<file path="src/rtl/regfile_scan_n.sv">
// Parametrised register file: two combinational read ports, one synchronous write
// port, optional zero register and write bypass, plus a full serial scan chain.
module regfile_scan_n #(
  parameter int WIDTH   = 16,
  parameter int DEPTH   = 8,
  parameter bit ZERO_R0 = 1'b0,
  parameter bit BYPASS  = 1'b1,
  localparam int AW     = $clog2(DEPTH)
) (
  input  logic             Clock,
  input  logic             nReset,
  input  logic             Test,
  input  logic             SDI,
  output logic             SDO,
  input  logic             RegWe,
  input  logic [AW-1:0]    Rw,
  input  logic [WIDTH-1:0] Wd,
  input  logic [AW-1:0]    Rs1,
  input  logic [AW-1:0]    Rs2,
  output logic [WIDTH-1:0] Rd1,
  output logic [WIDTH-1:0] Rd2,
  output logic             ScanWrap
);

  localparam int CHAIN = ZERO_R0 ? WIDTH * (DEPTH - 1) : WIDTH * DEPTH;
  localparam int CW    = $clog2(CHAIN + 1);
  localparam logic [CW-1:0] LAST = CW'(CHAIN - 1);

  logic [WIDTH-1:0] r_mem [DEPTH];
  logic [CW-1:0]    r_cnt;
  logic             r_sdo;
  logic             r_wrap;
  logic [DEPTH-1:0] w_sin;
  logic             w_wr_ok;
  logic             w_byp1;
  logic             w_byp2;

  assign w_wr_ok = RegWe && !(ZERO_R0 && (Rw == '0));

  // Serial input of each register: SDI feeds the first chain register,
  // every other register takes the MSB of its predecessor.
  always_comb begin
    w_sin = '0;
    for (int i = 0; i < DEPTH; i++) begin
      if (i == 0)
        w_sin[i] = SDI;
      else if (ZERO_R0 && (i == 1))
        w_sin[i] = SDI;
      else
        w_sin[i] = r_mem[i-1][WIDTH-1];
    end
  end

  always_ff @(posedge Clock or negedge nReset) begin
    if (!nReset) begin
      for (int i = 0; i < DEPTH; i++) r_mem[i] <= '0;
      r_sdo  <= 1'b0;
      r_cnt  <= '0;
      r_wrap <= 1'b0;
    end else if (Test) begin
      for (int i = 0; i < DEPTH; i++) begin
        if (ZERO_R0 && (i == 0))
          r_mem[i] <= '0;
        else
          r_mem[i] <= {r_mem[i][WIDTH-2:0], w_sin[i]};
      end
      r_sdo <= r_mem[DEPTH-1][WIDTH-1];
      if (r_cnt == LAST) begin
        r_cnt  <= '0;
        r_wrap <= 1'b1;
      end else begin
        r_cnt  <= r_cnt + 1'b1;
        r_wrap <= 1'b0;
      end
    end else begin
      if (w_wr_ok) r_mem[Rw] <= Wd;
      r_cnt  <= '0;
      r_wrap <= 1'b0;
    end
  end

  // Bypass only in functional mode; the zero register is never a bypass target.
  assign w_byp1 = BYPASS && !Test && w_wr_ok && (Rs1 == Rw);
  assign w_byp2 = BYPASS && !Test && w_wr_ok && (Rs2 == Rw);

  always_comb begin
    if (ZERO_R0 && (Rs1 == '0)) Rd1 = '0;
    else if (w_byp1)            Rd1 = Wd;
    else                        Rd1 = r_mem[Rs1];
    if (ZERO_R0 && (Rs2 == '0)) Rd2 = '0;
    else if (w_byp2)            Rd2 = Wd;
    else                        Rd2 = r_mem[Rs2];
  end

  assign SDO      = r_sdo;
  assign ScanWrap = r_wrap;

endmodule

</file>
<file path="config.mk">
export PLATFORM = sky130hd
export DESIGN_NAME = regfile_scan_n
export DESIGN_NICKNAME = d
export VERILOG_FILES = /design/src/rtl/regfile_scan_n.sv
export SDC_FILE = /design/constraint.sdc
export NUM_CORES = 1
export LEC_CHECK = 0
export CAP_MARGIN = 10
export CORE_MARGIN = 2
export CORE_UTILIZATION = 50
export CTS_CLUSTER_DIAMETER = 80
export DETAILED_ROUTE_END_ITERATION = 12
export GPL_ROUTABILITY_DRIVEN = 0
export PLACE_DENSITY = 0.81
export SLEW_MARGIN = 20
export SYNTH_ARGS = -nofsm -noshare
export SYNTH_HDL_FRONTEND = slang
export SYNTH_SLANG_ARGS = --single-unit
</file>
<file path="constraint.sdc">
create_clock -name Clock -period 1.94 [get_ports Clock]
set_input_delay 0.194 -clock Clock [delete_from_list [all_inputs] [get_ports Clock]]
set_output_delay 0.194 -clock Clock [all_outputs]
set_load 0.005 [all_outputs]
</file>
=== Word level (Yosys, flattened, before mapping) ===
Index checks and enable logic that the tools add are counted.

* Add/subtract/negate cells: 1
* $lt $le $gt $ge: 4
* Equal/unequal tests: 3
* Muxes and demuxes: 17
* Bitwise operators: 3
* Reduce and logical (&&, ||, !) cells: 6

{| class="wikitable"
|+ Operators with widths
! operator !! count
|-
| $mux W128 || 2
|-
| $bwmux W128 || 1
|-
| $mux W16 || 7
|-
| $bmux W16 S3 || 2
|-
| $demux W16 S3 || 1
|-
| $mux W8 || 2
|-
| $ge A4 B4 Y1 const B || 3
|-
| $not A3 Y4 || 3
|-
| $add A8 B1 Y8 const B || 1
|-
| $eq A8 B7 Y1 const B || 1
|-
| $eq A3 B3 Y1 || 2
|-
| $logic_and A1 B1 Y1 || 4
|-
| $lt A4 B1 Y1 const B || 1
|-
| $mux W1 || 2
|-
| $reduce_bool A2 Y1 || 1
|-
| $logic_not A1 Y1 || 1
|}

* Bits in registers: 138
* Logic and storage cells: 45

=== Depth between registers and ports, before layout ===
* Depth in word-level cells: 8
* Mapped depth: 6
* Depth with buffers taken out: 4

=== Worst setup path before layout ===
Ideal clock, no wire load.

* Path type: input to output
* Start: in Rs1[1]
* End: out Rd1[12]
* Arrival: 1.546 ns
* Path slack: 0.200 ns
* Stages on the path: 5
* Path through: clkbuf_1 clkbuf_1 mux4_1 mux2_2 mux2_2

* Word-level cells in the longest chain between the ends: 5

{| class="wikitable"
|+ Ends and longest elaborated chain
! what !! line !! source
|-
| start, declared || 18 || <nowiki>input logic [AW-1:0] Rs1,</nowiki>
|-
| $not A3 Y4 (not written as such) || 89 || <nowiki>else Rd1 = r_mem[Rs1];</nowiki>
|-
| $bmux W16 S3 || 89 ||
|-
| $mux W16 (not written as such) (2 in a row) || 89 ||
|-
| $mux W16 (*) || 88 || <nowiki>else if (w_byp1) Rd1 = Wd;</nowiki>
|-
| end, declared || 20 || <nowiki>output logic [WIDTH-1:0] Rd1,</nowiki>
|}

Every way passes the cells marked *; elsewhere a longest branch is shown, timed or not. The select of a mux whose other input is x is not followed.

=== Final worst setup path ===
* Start: in Rw[2]
* End: out Rd1[14]

* Word-level cells in the longest chain between the ends: 3

{| class="wikitable"
|+ Ends and longest elaborated chain
! what !! line !! source
|-
| start, declared || 16 || <nowiki>input logic [AW-1:0] Rw,</nowiki>
|-
| $eq A3 B3 Y1 || 83 || <nowiki>assign w_byp1 = BYPASS && !Test && w_wr_ok && (Rs1 == Rw);</nowiki>
|-
| $logic_and A1 B1 Y1 || 83 ||
|-
| $mux W16 || 88 ||
|}

No other way between the ends.

==> impl_metrics.csv <==
group,metric,value,unit
routing,viasPerCell,6.729,
critical_path,cp-start-kind,"input port",
placement,place_ws,-0.7068,ns
sta,rsz0062_at_grt,"true",
critical_path,criticalPathCategory,"in2out",
power_and_ir_drop,ir_drop,791.3,uV
job,cap_violations,0,
global_routing,grt_max_degree,214,
synthesis,yosysSeqAreaShare,38.02,%
clock_network,clk_latency,0.46,ns
routing,drt-total-wl,35.07,mm
critical_path,critical_path.max_stage_delay,0.55,ns
routing,ant_nets,0,
sta,slew_viol_final,0,
sta,finClkSkew,0.01412,ns
layout,diodes,0,
synthesis,synth-edff-count,0,
routing,vias,8707,
power_and_ir_drop,leakage,0.006024,uW
critical_path,crit_end,"Rd1[14]",
die,dieWidth,138.8,um
critical_path,r2r_cells,4,
synthesis,syn_area_per_cell,11.56,sq um
run_status,status,"finished, violations left",
global_routing,antenna_found_initial,0,
layout,layout.nets,1083,
sta,fin_crit,2.505,ns
critical_path,endpoint_kind,"primary output",
placement,dp_cells,1182,
sta,fmax,399.2,MHz
critical_path,required,1.75,ns
synthesis,ys_ff_latch,138,
global_routing,overflow,0,
synthesis,async_flop_share,100.0,%
sta,fin_crit_sh,129.1,%
routing,post-route-drc-count,0,
synthesis,ys_warn_count,0,
critical_path,crit_arrival,2.31,ns
synthesis,syn_area,9082,sq um
die,ioPinCount,64,
clock_network,cts.sinks,138,
placement,hpwlAfterDp,18.46,mm
global_routing,grt_usage,35.36,%
critical_path,startpoint,"Rw[2]",
sta,setup_viol,32,
layout,final_cells,1294,
clock_network,clkSlewWorstSetupHoldPaths,0.07,ns
die,die_y,138.8,um
die,rows,49,
global_routing,first_global_vias,8790,
die,dieArea,19260,sq um
layout,fillCellCount,1086,
clock_network,clockBufferDepth,2,
layout,area_delta_synth_final,37.55,%
critical_path,critPathMaxFanout,9,
clock_network,cts_tree,"yes",
routing,dr.pass1.iters,8,
synthesis,synth_fp_nets,817,
global_routing,grt_pass1_wl,51.94,mm
clock_network,cts_made_buffers,17,
sta,setup-tns-final,-13.67,ns
critical_path,cpMaxStageDelayCell,"xnor2_1",
power_and_ir_drop,p_total,12050,uW
synthesis,synth-main-ff-cell,"dfrtp_1",
clock_network,cts-root-buf,"clkbuf_16",
power_and_ir_drop,p_per_area,964.2,nW/um^2
critical_path,regToRegEndpoint,"r_cnt[3]$_DFF_PN0_",
synthesis,ys_types,32,
sta,worst_pin_slew,0.8716,ns
min_path,hp-class,"in2async",
die,core-area,17900,sq um
die,initial_utilization,50.73,%
critical_path,crit_chain,"clkdlybuf4s50_1 -> xnor2_1 -> nand4_1 -> buf_4 -> mux2_4 -> buf_6",
placement,portBuffers,63,
critical_path,regToRegSetupSlack,0.38,ns
routing,drtIter0Drc,1475,
synthesis,synthCells,786,
layout,drive_gt1_share,43.66,%
layout,final_core_util,69.79,%
run_status,violations,"negative setup slack",
sta,slew_headroom,41.90,%
sta,setup_ws,-0.5651,ns
critical_path,r2r_start,"r_cnt[0]$_DFF_PN0_",
sta,hold_viol,0,
clock_network,htreeDepth,4,
routing,wire_per_inst,27.10,um
sequential cells by signal, indices dropped and copies added (netlist names):
register  flops
r_cnt         8
ScanWrap      1
r_mem       128
SDO           1
final cells by class:
class	count	area [sq um]	area share, %
Inverter	2	7.507	0.06009
Multi-Input combinational cell	561	5195	41.58
Clock buffer	18	439.2	3.515
Sequential cell	138	3453	27.64
Tap cell	229	286.5	2.293
Clock inverter	14	193.9	1.552
Timing Repair Buffer	332	2918	23.36
kinds of logic after synthesis:
kind of cell,synth area share (%)
AND/OR/NAND/NOR,7.618
flip-flops,38.02
XOR/XNOR,0.8679
buffers and inverters,4.973
AO/OA/AOI/OAI,7.618
adder cells (fa/ha/maj),0.1377
multiplexers,40.76
per-stage QoR:
| step | instance area [sq um] | hold WS (ns) |
|---|---|---|
| 2_1_floorplan | 9082 | -0.1016 |
| 3_3_place_gp | 11130 | 0.1634 |
| 3_5_place_dp | 11130 | 0.1652 |
| 4_1_cts | 12350 | 0.2663 |
| 5_1_grt | 12490 | 0.3361 |
| 6_report | 12490 | 0.2903 |
routing by layer:
| layer | track usage, % | wire length (um) | share of wire, % | vias up |
|---|---|---|---|---|
| met4 | 24.35 | 2918 | 8.3 | 0 |
| met5 | 0 | 0 | 0 | - |
| met3 | 7.977 | 3869 | 11 | 267 |
| met2 | 54.55 | 15820 | 45 | 804 |
| met1 | 44.59 | 12460 | 36 | 4225 |
| li1 | - | - | - | 3411 |
worst max-delay path: cells and delay by family:
family / cells / cell delay, ns
XOR/XNOR: 1 / 0.55
buffers and inverters: 3 / 0.94
multiplexers: 1 / 0.36
AND/OR/NAND/NOR: 1 / 0.25
Yosys cell counts, types with 2 or more instances:
cell | count | area [sq um]
a21oi_1 | 3 | 15.01
a32oi_1 | 2 | 17.52
buf_2 | 19 | 95.09
buf_4 | 3 | 22.52
buf_6 | 12 | 135.1
clkbuf_1 | 51 | 191.4
dfrtp_1 | 138 | 3453
inv_1 | 2 | 7.510
mux2_2 | 55 | 619.3
mux2_4 | 10 | 150.1
mux2i_1 | 125 | 1251
mux4_1 | 64 | 1682
nand2_1 | 134 | 503.0
nand3_1 | 4 | 20.02
nand4_1 | 3 | 18.77
nand4b_1 | 3 | 26.28
nor2_1 | 5 | 18.77
nor2b_1 | 3 | 18.77
nor4b_1 | 2 | 17.52
nor4bb_1 | 2 | 20.02
o21ai_0 | 127 | 635.6
or3_1 | 2 | 12.51
xnor2_1 | 7 | 61.31
xor2_1 | 2 | 17.52
cells in the final DEF (no fill, tap or decap), types with 2 or more instances in the layout:
master and instances:
a21oi_1 3, a32oi_1 2, buf_12 10, buf_2 3, buf_4 228, buf_6 62, bufinv_16 4, clkbuf_16 17
clkdlybuf4s50_1 25, clkinv_2 2, clkinvlp_4 5, dfrtp_1 138, dlygate4sd2_1 2, inv_1 2, inv_6 2, mux2_2 3
mux2_4 62, mux2i_1 125, mux4_1 5, mux4_2 59, nand2_1 134, nand3_1 4, nand4_1 3, nand4b_1 3
nor2_1 5, nor2b_1 3, nor4bb_4 2, o21ai_0 127, or3_1 2, xnor2_1 7, xor2_1 2
worst min path at each step:
| stage | slack [ns] | depth (start not counted) | endpoint | start |
|---|---|---|---|---|
| floorplan | -0.10 | 0 | SDO$_DFFE_PN0P_ | nReset |
| global placement | 0.16 | 1 | r_cnt[5]$_DFF_PN0_ | nReset |
| detailed placement | 0.17 | 1 | r_cnt[5]$_DFF_PN0_ | nReset |
| CTS | 0.27 | 2 | r_cnt[2]$_DFF_PN0_ | nReset |
| global route | 0.34 | 2 | r_cnt[5]$_DFF_PN0_ | nReset |
| finish | 0.29 | 2 | r_cnt[2]$_DFF_PN0_ | nReset |
where the power goes:
group	leakage (uW)	internal, uW	switching [uW]	total (uW)
registers	0.00182	3390	562	3950
logic	0.00390	2640	1820	4450
clock network	0.000295	2190	1460	3650
timing repair:
item / CTS / global route
endpoints found under the setup margin: 32 / 34
hold buffers: 1 / 0
endpoints found under the hold margin: 44 / 0
buffers inserted: 68 / 11
gates resized for setup: 290 / 14
(Power assumes the default switching activity.)
